==> src/rtl/seven_seg_capture.sv <==
// seven_seg_capture
//   Recovers hex digits from a multiplexed seven-segment display bus. The
//   segment and digit-select lines are registered once, then a small FSM waits
//   for STABLE_CYCLES identical one-hot samples before decoding the pattern
//   into the selected digit.
//
// Parameters
//   NUM_DIGITS    number of multiplexed digit positions (1..8)
//   STABLE_CYCLES identical consecutive samples required for a capture (1..255)
//
// Ports
//   clk          clock, all state on the rising edge
//   reset        asynchronous active-high reset
//   seg_in       segments, bit0=a .. bit6=g
//   dig_sel      digit enables, one-hot while a digit is driven
//   clear        synchronous clear of the captured digits and err
//   hex_out      decoded nibble per digit, digit i at [4i+3:4i]
//   digit_valid  digit i currently holds a decoded hex value
//   update       one-cycle pulse on every capture
//   err          sticky, set when an unrecognised pattern is captured
//
// Build option
//   SEG_ACTIVE_LOW_EN  define for common-anode displays; seg_in is inverted
//                      at the input stage.
module seven_seg_capture #(
    parameter int unsigned NUM_DIGITS    = 4,
    parameter int unsigned STABLE_CYCLES = 4
) (
    input  logic                    clk,
    input  logic                    reset,
    input  logic [6:0]              seg_in,
    input  logic [NUM_DIGITS-1:0]   dig_sel,
    input  logic                    clear,
    output logic [4*NUM_DIGITS-1:0] hex_out,
    output logic [NUM_DIGITS-1:0]   digit_valid,
    output logic                    update,
    output logic                    err
);

    typedef enum logic [1:0] {IDLE, COUNT, HELD} state_t;

    // Count value on the sample just before the capturing one.
    localparam logic [7:0] STABLE_M1 = 8'(STABLE_CYCLES - 1);

    state_t                  state_q, state_d;
    logic [7:0]              cnt_q, cnt_d;
    logic [6:0]              seg_q, seg_d;
    logic [NUM_DIGITS-1:0]   sel_q, sel_d;
    logic [6:0]              prev_seg_q, prev_seg_d;
    logic [NUM_DIGITS-1:0]   prev_sel_q, prev_sel_d;
    logic [4*NUM_DIGITS-1:0] hex_q, hex_d;
    logic [NUM_DIGITS-1:0]   valid_q, valid_d;
    logic                    update_q, update_d;
    logic                    err_q, err_d;

    logic                    onehot;
    logic                    same;
    logic                    capture;
    logic [4:0]              dec;

    // Returns {hit, nibble}; hit=0 for anything outside the hex table.
    function automatic logic [4:0] decode_seg(input logic [6:0] s);
        case (s)
            7'h3F:   return {1'b1, 4'h0};
            7'h06:   return {1'b1, 4'h1};
            7'h5B:   return {1'b1, 4'h2};
            7'h4F:   return {1'b1, 4'h3};
            7'h66:   return {1'b1, 4'h4};
            7'h6D:   return {1'b1, 4'h5};
            7'h7D:   return {1'b1, 4'h6};
            7'h07:   return {1'b1, 4'h7};
            7'h7F:   return {1'b1, 4'h8};
            7'h6F:   return {1'b1, 4'h9};
            7'h77:   return {1'b1, 4'hA};
            7'h7C:   return {1'b1, 4'hB};
            7'h39:   return {1'b1, 4'hC};
            7'h5E:   return {1'b1, 4'hD};
            7'h79:   return {1'b1, 4'hE};
            7'h71:   return {1'b1, 4'hF};
            default: return 5'b0;
        endcase
    endfunction

    always_comb begin
`ifdef SEG_ACTIVE_LOW_EN
        seg_d = ~seg_in;
`else
        seg_d = seg_in;
`endif
        sel_d      = dig_sel;
        prev_seg_d = seg_q;
        prev_sel_d = sel_q;
        state_d    = state_q;
        cnt_d      = cnt_q;
        hex_d      = hex_q;
        valid_d    = valid_q;
        err_d      = err_q;
        update_d   = 1'b0;
        capture    = 1'b0;

        onehot = ($countones(sel_q) == 1);
        same   = (seg_q == prev_seg_q) && (sel_q == prev_sel_q);

        if (!onehot) begin
            state_d = IDLE;
            cnt_d   = '0;
        end else if (state_q == IDLE || !same) begin
            cnt_d = 8'd1;
            if (STABLE_CYCLES == 1) begin
                capture = 1'b1;
                state_d = HELD;
            end else begin
                state_d = COUNT;
            end
        end else if (state_q == COUNT) begin
            cnt_d = cnt_q + 8'd1;
            if (cnt_q == STABLE_M1) begin
                capture = 1'b1;
                state_d = HELD;
            end
        end

        dec = decode_seg(seg_q);
        if (capture) begin
            update_d = 1'b1;
            for (int unsigned i = 0; i < NUM_DIGITS; i++) begin
                if (sel_q[i]) begin
                    if (dec[4]) begin
                        hex_d[4*i +: 4] = dec[3:0];
                        valid_d[i]      = 1'b1;
                    end else begin
                        // Blank and dash are legal "no digit" patterns.
                        valid_d[i] = 1'b0;
                        if (seg_q != 7'h00 && seg_q != 7'h40) begin
                            err_d = 1'b1;
                        end
                    end
                end
            end
        end

        if (clear) begin
            hex_d    = '0;
            valid_d  = '0;
            err_d    = 1'b0;
            update_d = 1'b0;
            state_d  = IDLE;
            cnt_d    = '0;
        end
    end

    always_ff @(posedge clk or posedge reset) begin
        if (reset) begin
            state_q    <= IDLE;
            cnt_q      <= '0;
            seg_q      <= '0;
            sel_q      <= '0;
            prev_seg_q <= '0;
            prev_sel_q <= '0;
            hex_q      <= '0;
            valid_q    <= '0;
            update_q   <= 1'b0;
            err_q      <= 1'b0;
        end else begin
            state_q    <= state_d;
            cnt_q      <= cnt_d;
            seg_q      <= seg_d;
            sel_q      <= sel_d;
            prev_seg_q <= prev_seg_d;
            prev_sel_q <= prev_sel_d;
            hex_q      <= hex_d;
            valid_q    <= valid_d;
            update_q   <= update_d;
            err_q      <= err_d;
        end
    end

    assign hex_out     = hex_q;
    assign digit_valid = valid_q;
    assign update      = update_q;
    assign err         = err_q;

endmodule
==> config.mk <==
export PLATFORM = sky130hd
export DESIGN_NAME = seven_seg_capture
export DESIGN_NICKNAME = d
export VERILOG_FILES = /design/src/rtl/seven_seg_capture.sv
export SDC_FILE = /design/constraint.sdc
export NUM_CORES = 1
export LEC_CHECK = 0
export BUFFER_PORTS_ARGS = -buffer_cell sky130_fd_sc_hd__buf_2
export CAP_MARGIN = 20
export CORE_MARGIN = 2
export CORE_UTILIZATION = 40
export DETAILED_ROUTE_END_ITERATION = 8
export HOLD_SLACK_MARGIN = 0.08
export PLACE_DENSITY = 0.73
export SYNTH_ARGS = -nofsm -noshare
export SYNTH_HDL_FRONTEND = slang
export SYNTH_SLANG_ARGS = --single-unit
==> constraint.sdc <==
create_clock -name clk -period 3.25 [get_ports clk]
set_clock_uncertainty 0.05 [all_clocks]
set_input_delay 0.325 -clock clk [delete_from_list [all_inputs] [get_ports clk]]
set_output_delay 0.325 -clock clk [all_outputs]
set_load 0.01 [all_outputs]
* Yosys cells after proc, flatten, opt, wreduce, memory -nomap -nowiden
Cells that the tools add are included.
Word-level totals: register bits after elaboration 54, input bits 14, output and inout port bits 22, logic and storage cells 109
Cells by class: $add $sub $neg 4, equality and inequality tests 24, mux-type cells 44, reduce and logical (&&, ||, !) cells 21
Operators with widths (number):
- 7-bit == test, second input constant | 12
- 5-bit case mux with 16 select lines | 1
- 16-bit two-way mux | 2
- 8-bit two-way mux | 4
- 4-bit two-way mux | 7
- 1-bit two-way mux | 25
- 7-bit by 3-bit == test with 1-bit output, second input constant | 2
- 7-bit by 6-bit == test with 1-bit output, second input constant | 2
- 3-bit AND reduction | 4
- 2-bit nonzero test | 6
- 2-bit two-way mux | 5
- 2-bit AND reduction | 5
- 8-bit by 1-bit adder with 8-bit output, second input constant | 1
- 8-bit by 2-bit == test with 1-bit output, second input constant | 1
- 4-bit by 1-bit inequality test with 1-bit output, second input constant | 2
- 7-bit == test | 1
- 7-bit inequality test, second input constant | 1
- 7-bit nonzero test | 1
- 1-bit by 1-bit adder with 2-bit output | 2
- 4-bit == test | 1
- 2-bit by 2-bit adder with 3-bit output | 1
- 3-bit by 1-bit == test with 1-bit output, second input constant | 1
- 2-bit by 1-bit == test with 1-bit output, second input constant | 1
- 1-bit logical AND | 2
- 3 further kinds | 3

* Depth between registers and ports, before layout
depth after elaboration 16, mapped depth 11, mapped depth without buffers 10

* Worst setup path before layout
No wires, ideal clock.
path kind register -> register, start point register sel_q[0], in the netlist prev_sel_d[0], end point register hex_q[12], in the netlist hex_out[12], arrival time 2966 ps, setup slack 154 ps, cell stages (with the launch flop) 11, buffers on the path 0, clock period less this slack 3096 ps, path through dfrtp_1 inv_1 fa_1 inv_1 ha_1 ha_1 nor3b_1 nand4_1 or4_4 a211oi_4 mux2i_1
On the way: word-level cells in the longest chain between the ends 8, elaborated cells on any way between the ends 11, classes of those cells add/sub (2); eq/ne (2); mux (2); reduce/logical (5)
RTL lines:
- start: declaration | RTL line 48 | logic [NUM_DIGITS-1:0] sel_q, sel_d;
- start signal: assignment | RTL line 168 | sel_q <= sel_d;
- parallel branches: the longest is 5 deep, another holds 2-bit by 2-bit adder with 3-bit output
- 1-bit two-way mux * | RTL line 104 | if (!onehot) begin
- 2-bit nonzero test (no source line) *
- 3-bit AND reduction (no source line) *
- end signal: assignment | RTL line 160 | hex_q <= '0;
- end signal: assignment | RTL line 171 | hex_q <= hex_d;
- end: declaration | RTL line 51 | logic [4*NUM_DIGITS-1:0] hex_q, hex_d;
Mark *: on every way between the ends. A chain may end at the register's enable or synchronous reset.

* Worst setup path after layout
start point register sel_q[0], in the netlist prev_sel_d[0], end point register hex_q[13], in the netlist hex_out[13]
The elaborated chain is that of the path after synthesis.

==> flow_metrics.tcl <==
set metrics [dict create \
    drc 0 \
    finalSetupViolCount 0 \
    yosysWarnings 0 \
    rr_endpoint "hex_out[13]" \
    fp.dieW_um 84.5 \
    port_buffers 35 \
    htreeDepth 2 \
    fp.dieH_um 84.5 \
    design_power_total_mw 1.21 \
    hold_start "clear" \
    dieArea_um2 7140 \
    cts_setup_buffers 0 \
    rows 29 \
    pre_cts_ws_ns 0.246 \
    wl_per_cell_um 15.6 \
    cts.sinks 54 \
    reg2reg_depth 10 \
    ys_seq_area_frac 0.521 \
    fin_setup_tns_ns 0 \
    post-route-util 0.490 \
    nets 309 \
    synth_seq_cells 54 \
    dp_hpwl_um 4060 \
    status "finished, final reports clean" \
    whs_ns 0.363 \
    start_util 0.410 \
    cts.path.max_buffers 2 \
    avgSynthCellArea_um2 10.8 \
    drtAntennaViolNets 0 \
    cts_buffers 5 \
    grt_pass1_vias 2062 \
    placed_area_um2 2860 \
    area_delta_synth_final_pct 19.4 \
    drv_slew 0 \
    synth_nets 259 \
    slew_headroom 0.626 \
    post_cts_resize_count 0 \
    syn-instance-count 241 \
    min_delay_path_depth 2 \
    yosys.area.top_type "dfrtp_1" \
    cts-root-buf "clkbuf_8" \
    tightest_slew_ns 0.557 \
    finalCriticalPeriod_ns 3.02 \
    gr-total-overflow 0 \
    stdcell_area_um2 3090 \
    end_kind "flip-flop" \
    grt_pass1_wl_um 10000 \
    grt_max_degree 55 \
    cts_tree "yes" \
    hold_viol 0 \
    coreArea_um2 6310 \
    post-route-period-util 0.929 \
    antenna_found_initial 0 \
    diodes 0 \
    rsz0062_at_grt "no" \
    finalNonFillerCells 369 \
    routed_wl_um 5740 \
    drtPass1Iterations 4 \
    io-pin-count 36 \
    clk_pin_slew_ns 0.09 \
    critPathArrivalTime_ns 3.20 \
    drv_cap 0 \
    min_to "digit_valid[1]" \
    max_freq_mhz 331 \
    crit_fanout 4 \
    timing.rr.start "prev_sel_d[0]" \
    fin_ws_ns 0.231 \
    power_density_nw_per_um2 392 \
    hold_class "input port to flip-flop" \
    routabilityCongestion 0.834 \
    clock_latency_ns 0.31 \
    r2r_slack_ns 0.23 \
    cp_data_required_time_ns 3.43 \
    vdd_drop_max_mv 0.268 \
    synth_area_um2 2590 \
    num_vias 2028 \
    yosys-top-cells-area "dfrtp_1 52%, xnor2_1 5.1%, mux2i_1 3.5%, nand2b_1 3.4%, o21ai_0 2.7%" \
    synth_cell_types 48 \
    dp_cells 348 \
    drt_iter0_drc 120 \
    drive_gt1_frac 0.199 \
    p_leak_nw 1.38 \
    critPathKind "flip-flop to flip-flop" \
    grtUsageTotal 0.173 \
    via_per_inst 5.50 \
    synth_top_area_share 0.521 \
    crit_path_start_kind "flip-flop" \
]
## cell families (layout without fill, tap and decap cells)
logic type | Yosys count | in the layout | synth area share
flops | 54 | 54 | 0.521
xor+xnor | 19 | 19 | 0.0642
buf+inv | 22 | 73 | 0.0333
mux | 9 | 9 | 0.0348
simple gates | 87 | 87 | 0.208
fa+ha+maj | 4 | 4 | 0.0222
compound gates | 46 | 46 | 0.116
## state kept, by name, indices dropped and copies added (netlist names)
name         flops
hex_out         16
cnt_q            8
prev_seg_d       7
prev_seg_q       7
digit_valid      4
prev_sel_d       4
prev_sel_q       4
state_q          2
err              1
update           1
## cell usage after synthesis, drive strengths merged
cell type,count
o31a,1
xnor2,15
a21o,1
nor2,12
nand2,9
nand2b,14
a21oi,11
clkbuf,8
nor4,4
fa,1
and3b,1
nand3b,2
or4b,2
a211oi,5
nor3,1
mux2i,9
or4,4
nand4b,3
or3,2
nand3,14
and3,4
o21ai,14
buf,3
nor2b,1
and2,1
nand4bb,1
a31oi,2
a2111o,1
o211ai,6
xor2,4
nand4,6
a31o,1
or4bb,1
dfrtp,54
and4,2
or3b,1
o31ai,2
o22a,1
inv,11
o32ai,1
nor4b,1
nor3b,1
ha,3
## worst max-delay path by stage
stage	from	end	cells past startpoint
3_3_place_gp	prev_sel_d[0]	hex_out[6]	10
5_1_grt	prev_sel_d[0]	hex_out[12]	10
6_report	prev_sel_d[0]	hex_out[13]	10
2_1_floorplan	prev_sel_d[0]	hex_out[12]	10
3_5_place_dp	prev_sel_d[1]	hex_out[12]	10
4_1_cts	prev_sel_d[0]	hex_out[12]	10
## critical path, stage by stage (launching register included)
cell	delay (ns)
dfrtp_1	0.36
inv_1	0.08
fa_1	0.54
inv_1	0.05
ha_1	0.18
ha_1	0.27
nor3b_1	0.26
nand4_1	0.16
or4_4	0.49
a211oi_4	0.29
mux2i_1	0.23
## per-layer routing
metal,vias to the layer above,GRT usage,routed length (um)
li1,959,-,-
met1,1006,0.236,2550
met2,54,0.283,2840
met3,9,0.0364,277
met4,0,0.0476,81
met5,-,0,0
## cell type report
class,instances,area [um^2]
sequential,54,1350
clock inverter,1,5.00
fill,595,3220
multi-input combinational,165,1150
tap,77,96.3
inverter,11,41.3
timing repair buffer,54,360
clock buffer,7,86.3
## power breakdown
group | internal, mW | switching [mW] | total (mW)
Sequential | 0.688 | 0.0254 | 0.713
Combinational | 0.0547 | 0.0620 | 0.117
Clock | 0.172 | 0.211 | 0.383
## cells in the final DEF (no fill, tap or decap), types with 4 or more instances in the layout
cell           synthesis  final
dfrtp_1               54     54
buf_2                  3     35
xnor2_1               15     15
o21ai_0               14     14
nand2b_1              14     14
nand3_1               13     13
nor2_1                12     12
dlygate4sd3_1          0     12
a21oi_1               11     11
inv_1                 11     10
nand2_1                9      9
mux2i_1                9      9
nand4_1                6      6
o211ai_1               6      6
clkbuf_8               0      6
buf_4                  0      6
xor2_1                 4      4
a211oi_1               4      4
and3_1                 4      4
## what timing repair did
item / in CTS / in global routing
endpoints found under the setup margin: 0 / 0
endpoints found under the hold margin: 11 / 18
hold buffers: 11 / 1
(Power assumes the default switching activity.)
